**src/rtl/lsu_pkg.sv**
```systemverilog
// Shared definitions for the load/store controller: funct codes, FSM states,
// and the size/alignment helpers used when a request is accepted.
package lsu_pkg;

   localparam logic [2:0] FN_LBU = 3'b001;
   localparam logic [2:0] FN_LHU = 3'b010;
   localparam logic [2:0] FN_LB  = 3'b011;
   localparam logic [2:0] FN_LH  = 3'b100;

   typedef enum logic [1:0] {
      ST_IDLE  = 2'd0,
      ST_ISSUE = 2'd1,
      ST_RESP  = 2'd2
   } state_t;

   function automatic logic is_byte(input logic [2:0] funct);
      return (funct == FN_LBU) || (funct == FN_LB);
   endfunction

   function automatic logic is_half(input logic [2:0] funct);
      return (funct == FN_LHU) || (funct == FN_LH);
   endfunction

   // Every funct code that is not a byte or half access is a word access.
   function automatic logic misaligned(input logic [2:0] funct, input logic [1:0] addr_lo);
      if (is_byte(funct))
         return 1'b0;
      else if (is_half(funct))
         return addr_lo[0];
      else
         return addr_lo != 2'b00;
   endfunction

   function automatic logic [3:0] byte_enable(input logic [2:0] funct, input logic [1:0] addr_lo);
      if (is_byte(funct))
         return 4'b0001 << addr_lo;
      else if (is_half(funct))
         return addr_lo[1] ? 4'b1100 : 4'b0011;
      else
         return 4'b1111;
   endfunction

   function automatic logic [31:0] store_data(input logic [2:0] funct, input logic [31:0] wdata);
      if (is_byte(funct))
         return {4{wdata[7:0]}};
      else if (is_half(funct))
         return {2{wdata[15:0]}};
      else
         return wdata;
   endfunction

endpackage

```
**src/rtl/lsu_extend.sv**
```systemverilog
// Selects the addressed byte/half lane of a memory word and zero- or
// sign-extends it according to the load funct code.
module lsu_extend
   import lsu_pkg::*;
(
   input  logic [31:0] word,
   input  logic [2:0]  funct,
   input  logic [1:0]  addr_lo,
   output logic [31:0] data
);

   logic [7:0]  lane_b;
   logic [15:0] lane_h;

   always_comb begin
      lane_b = word[{addr_lo, 3'b000} +: 8];
      lane_h = addr_lo[1] ? word[31:16] : word[15:0];
      case (funct)
         FN_LBU:  data = {24'h000000, lane_b};
         FN_LB:   data = {{24{lane_b[7]}}, lane_b};
         FN_LHU:  data = {16'h0000, lane_h};
         FN_LH:   data = {{16{lane_h[15]}}, lane_h};
         default: data = word;
      endcase
   end

endmodule

```
**src/rtl/load_store_ctrl.sv**
```systemverilog
// Single-outstanding load/store controller: accepts one CPU request, drives a
// simple req/ack memory bus with a wait timeout, and returns a one-cycle response.
module load_store_ctrl
   import lsu_pkg::*;
#(
   parameter int TIMEOUT = 16
) (
   input  logic        clk,
   input  logic        rst_n,
   input  logic        req_valid,
   output logic        req_ready,
   input  logic        req_we,
   input  logic [2:0]  req_funct,
   input  logic [31:0] req_addr,
   input  logic [31:0] req_wdata,
   output logic        resp_valid,
   output logic [31:0] resp_rdata,
   output logic        resp_err,
   output logic        mem_req,
   output logic        mem_we,
   output logic [31:0] mem_addr,
   output logic [3:0]  mem_be,
   output logic [31:0] mem_wdata,
   input  logic        mem_ack,
   input  logic [31:0] mem_rdata
);

   localparam logic [7:0] WAIT_LAST = 8'(TIMEOUT - 1);

   state_t      state;
   logic [7:0]  wait_cnt;
   logic        we_q;
   logic [2:0]  funct_q;
   logic [1:0]  addr_lo_q;
   logic [31:0] rdata_q;
   logic [31:0] ext_data;

   assign req_ready = (state == ST_IDLE);

   always_ff @(posedge clk or negedge rst_n) begin
      if (!rst_n) begin
         state      <= ST_IDLE;
         wait_cnt   <= '0;
         we_q       <= 1'b0;
         funct_q    <= '0;
         addr_lo_q  <= '0;
         rdata_q    <= '0;
         mem_req    <= 1'b0;
         mem_we     <= 1'b0;
         mem_addr   <= '0;
         mem_be     <= '0;
         mem_wdata  <= '0;
         resp_valid <= 1'b0;
         resp_err   <= 1'b0;
      end else begin
         case (state)
            ST_IDLE: begin
               if (req_valid) begin
                  we_q      <= req_we;
                  funct_q   <= req_funct;
                  addr_lo_q <= req_addr[1:0];
                  rdata_q   <= '0;
                  // Misaligned requests never touch the bus.
                  if (misaligned(req_funct, req_addr[1:0])) begin
                     state      <= ST_RESP;
                     resp_valid <= 1'b1;
                     resp_err   <= 1'b1;
                  end else begin
                     state     <= ST_ISSUE;
                     wait_cnt  <= '0;
                     mem_req   <= 1'b1;
                     mem_we    <= req_we;
                     mem_addr  <= {req_addr[31:2], 2'b00};
                     mem_be    <= byte_enable(req_funct, req_addr[1:0]);
                     mem_wdata <= store_data(req_funct, req_wdata);
                  end
               end
            end
            ST_ISSUE: begin
               if (mem_ack || (wait_cnt == WAIT_LAST)) begin
                  // An ack in the timeout cycle still completes without error.
                  state      <= ST_RESP;
                  rdata_q    <= mem_ack ? mem_rdata : '0;
                  resp_valid <= 1'b1;
                  resp_err   <= !mem_ack;
                  mem_req    <= 1'b0;
                  mem_we     <= 1'b0;
                  mem_addr   <= '0;
                  mem_be     <= '0;
                  mem_wdata  <= '0;
               end else begin
                  wait_cnt <= wait_cnt + 8'd1;
               end
            end
            ST_RESP: begin
               state      <= ST_IDLE;
               resp_valid <= 1'b0;
               resp_err   <= 1'b0;
            end
            default: begin
               state      <= ST_IDLE;
               mem_req    <= 1'b0;
               resp_valid <= 1'b0;
               resp_err   <= 1'b0;
            end
         endcase
      end
   end

   lsu_extend u_extend (
      .word    (rdata_q),
      .funct   (funct_q),
      .addr_lo (addr_lo_q),
      .data    (ext_data)
   );

   assign resp_rdata = (resp_valid && !we_q && !resp_err) ? ext_data : 32'h0;

endmodule

```
**config.mk**
```make
export PLATFORM = sky130hd
export DESIGN_NAME = load_store_ctrl
export DESIGN_NICKNAME = d
export VERILOG_FILES = /design/src/rtl/lsu_pkg.sv /design/src/rtl/lsu_extend.sv /design/src/rtl/load_store_ctrl.sv
export SDC_FILE = /design/constraint.sdc
export NUM_CORES = 1
export LEC_CHECK = 0
export ABC_AREA = 0
export ABC_CLOCK_PERIOD_IN_PS = 3530
export BUFFER_PORTS_ARGS = -buffer_cell sky130_fd_sc_hd__buf_2
export CAP_MARGIN = 20
export CELL_PAD_IN_SITES_DETAIL_PLACEMENT = 0
export CELL_PAD_IN_SITES_GLOBAL_PLACEMENT = 2
export CORE_ASPECT_RATIO = 1.75
export CORE_MARGIN = 10
export CORE_UTILIZATION = 33
export CTS_CLUSTER_SIZE = 16
export DETAILED_ROUTE_END_ITERATION = 7
export GPL_ROUTABILITY_DRIVEN = 0
export PLACE_DENSITY_LB_ADDON = 0.2
export SYNTH_ARGS = -nofsm -noshare
export SYNTH_HDL_FRONTEND = slang
export SYNTH_SLANG_ARGS = --single-unit
export TNS_END_PERCENT = 5
```
**constraint.sdc**
```tcl
create_clock -name clk -period 3.53 [get_ports clk]
set_input_delay 0.353 -clock clk [delete_from_list [all_inputs] [get_ports clk]]
set_output_delay 0.353 -clock clk [all_outputs]
set_load 0.05 [all_outputs]
```
==> flow_metrics.py <==
metrics = {
    "outcome": {
        "status": "completed",
    },
    "sta": {
        "clock_skew_ps": 8.14,
        "max_freq_mhz": 314,
        "hold_viol": 0,
        "drv_slew": 0,
        "period_needed_ps": 3190,
        "tns_ps": 0,
        "setup_violations": 0,
        "rsz0062_at_grt": "false",
        "worst_slew_pin_slew_ps": 931,
        "finalCritPeriodShare_pct": 90.2,
        "relSlewSlack_pct": 37.7,
        "setup_ws_ps": 345,
    },
    "hold_path": {
        "min_path_type": "in -> async",
    },
    "power_and_ir_drop": {
        "vdd.ir_drop.worst_uv": 480,
        "power_density_nw_per_um2": 1010,
        "static-leakage-power_nw": 4.08,
    },
    "global_routing": {
        "grt_start_max_net_pins": 63,
        "grt.overflow.total": 0,
        "grt_pass1_vias": 6118,
        "grt_first_pass_wirelength_mm": 35.1,
        "grt_usage_pct": 18.2,
        "grt_antenna_before_repair": 1,
    },
    "clock_network": {
        "cts_tree": "done",
        "clockBufferDepth": 2,
        "cts-root-buf": "clkbuf_16",
        "clk_pin_slew_ps": 50,
        "cts_num_sinks": 118,
        "ctsHoldBuffers": 0,
        "numCtsBuffers": 17,
        "insertion_delay_ps": 420,
        "cts.htree.levels": 4,
    },
    "final_layout": {
        "multi_input_area_sq_um": 2940,
        "final_util_pct": 42.9,
        "seqCellArea_sq_um": 2950,
        "n_fill_cell": 1888,
        "layout_commonest_cell": "buf_2",
        "mostFrequentLayoutCells": "205 x buf_2, 118 x dfrtp_1, 79 x a22o_1",
        "area_growth_pct": 28.7,
        "design_area_sq_um": 7900,
        "final_nets": 912,
        "antennaDiodeCount": 0,
        "drive_gt1_share_pct": 32.0,
    },
    "worst_setup_path": {
        "reg2reg_to": "mem_wdata[3]",
        "start_kind": "flop",
        "r2r-start": "wait_cnt[4]",
        "critPathArrivalTime_ps": 2830,
        "required_ps": 3180,
        "r2r_cells": 7,
        "rrSetupSlack_ps": 1190,
        "critPathMaxFanout": 15,
        "end_kind": "output port",
        "crit_type": "reg -> out",
        "slowest_stage": "nor3_1",
        "critPathMaxStageDelay_ps": 790,
        "worstPathCellList": "inv_1 > nor3_1 > a221o_1 > a211oi_1 > buf_2",
    },
    "routing": {
        "viasPerCell": 5.37,
        "first_pass_iters": 5,
        "drt-initial-drc-count": 323,
        "drc": 0,
        "drt_wl_total_mm": 22.3,
        "routedWlPerCell_um": 21.0,
        "drtAntennaViolNets": 0,
        "num_vias": 5686,
    },
    "synth": {
        "synth.cell_area_sq_um": 6140,
        "ys.warnings.count": 0,
        "synthCells": 616,
        "synth_edf_count": 0,
        "ys_seq_area_share_pct": 48.1,
        "ys_types": 53,
        "ys_ff_latch": 118,
        "synthTopCellsByArea": "dfrtp_1 48%, a22o_1 11%, mux2i_1 4.6%",
        "syn_avg_cell_area_sq_um": 9.97,
        "netlist.area_leader.share_pct": 48.1,
        "yosys_most_used_dff": "dfrtp_1",
        "async_flop_share_pct": 100,
        "synth.largest_area_cell": "dfrtp_1",
    },
    "placed_design": {
        "dp_slack_ps": 697,
        "dp_hpwl_mm": 16.8,
        "place_area_sq_um": 7360,
        "port_buffers": 206,
    },
    "die": {
        "ioPinCount": 209,
        "rows": 66,
        "core_region_area_sq_um": 18400,
        "die_area_sq_um": 24700,
        "initial_core_util_pct": 33.4,
        "fp.dieW_um": 123,
        "die_h_um": 200,
    },
    "flow_run": {
        "cap_viol_max_count": 0,
    },
}
[metal layers]
layer / global-route usage (%) / up-vias / routed length (um)
li1: - / 2674 / -
met3: 6.00 / 41 / 1470
met1: 19.1 / 2781 / 8130
met4: 8.23 / 2 / 763
met5: 0 / - / 13
met2: 31.9 / 188 / 11900
[final cells by class]
cell class                      count  share of cell area, %
Tap cell                          238                   3.77
Sequential cell                   118                   37.4
Multi-Input combinational cell    443                   37.1
Clock inverter                     10                   1.03
Clock buffer                       22                   5.75
Inverter                            6                  0.285
Timing Repair Buffer              221                   14.7
[flip-flops by register name (all words and copies together) (netlist names)]
signal / cells
resp_err: 1
wait_cnt: 8
state: 2
rdata_q: 32
funct_q: 3
mem_req: 1
mem_addr: 30
mem_be: 4
mem_wdata: 32
resp_valid: 1
addr_lo_q: 2
we_q: 1
mem_we: 1
[how the worst max path moves through the flow]
| stage | from | end | slack [ps] |
|---|---|---|---|
| floorplan | resp_valid | resp_rdata[15] | 570 |
| global placement | funct_q[1] | resp_rdata[23] | 780 |
| detailed placement | funct_q[1] | resp_rdata[22] | 700 |
| CTS | funct_q[1] | resp_rdata[22] | 220 |
| global route | funct_q[2] | resp_rdata[7] | 130 |
| finish | funct_q[2] | resp_rdata[11] | 340 |
[stage by stage]
stage | std cells | hold WS [ps] | total power (W)
final | 1058 | 10.2 | 0.00796
after global routing | 1058 | 58.8 | 0.00846
after CTS | 1058 | 41.7 | 0.00805
after detailed placement | 1026 | 465 | 0.00641
after global placement | 1026 | 462 | 0.00637
after floorplan | 617 | 57.4 | 0.00527
[cells by family after synthesis]
group | after synthesis | synth area share [%]
simple gates | 176 | 13.1
mux | 28 | 4.56
compound gates | 231 | 28.6
buf+inv | 56 | 4.54
flops | 118 | 48.1
xor+xnor | 5 | 0.835
other cells | 1 | 0.0611
fa+ha+maj | 1 | 0.204
[power by group]
group	internal [W]	switching, W
Combinational	0.00116	0.00294
Clock	0.000976	0.000615
Sequential	0.00182	0.000443
[cell usage after synthesis, types with 10 or more instances]
library cell and n:
a21oi_1 24, a22o_1 79, a22oi_1 16, a31oi_1 10, buf_2 13, clkbuf_1 27
dfrtp_1 118, mux2i_1 28, nand2_1 53, nor2_1 66, nor2b_1 24, o21ai_0 29
o2bb2ai_1 11
[worst max-delay path, delay by kind of cell, from the launching register on]
family                 cells  cell delay [ps]
AOI/OAI and AO/OA          2              330
DFF                        1              680
and+or+nand+nor            1              790
buffers and inverters      2              610
[repair_timing]
| item | in CTS | in global routing |
|---|---|---|
| setup buffers | 0 | 0 |
| setup endpoints to repair | 0 | 2 |
| gates resized for setup | 0 | 1 |
No activity file was read; power rests on OpenSTA's default activity.
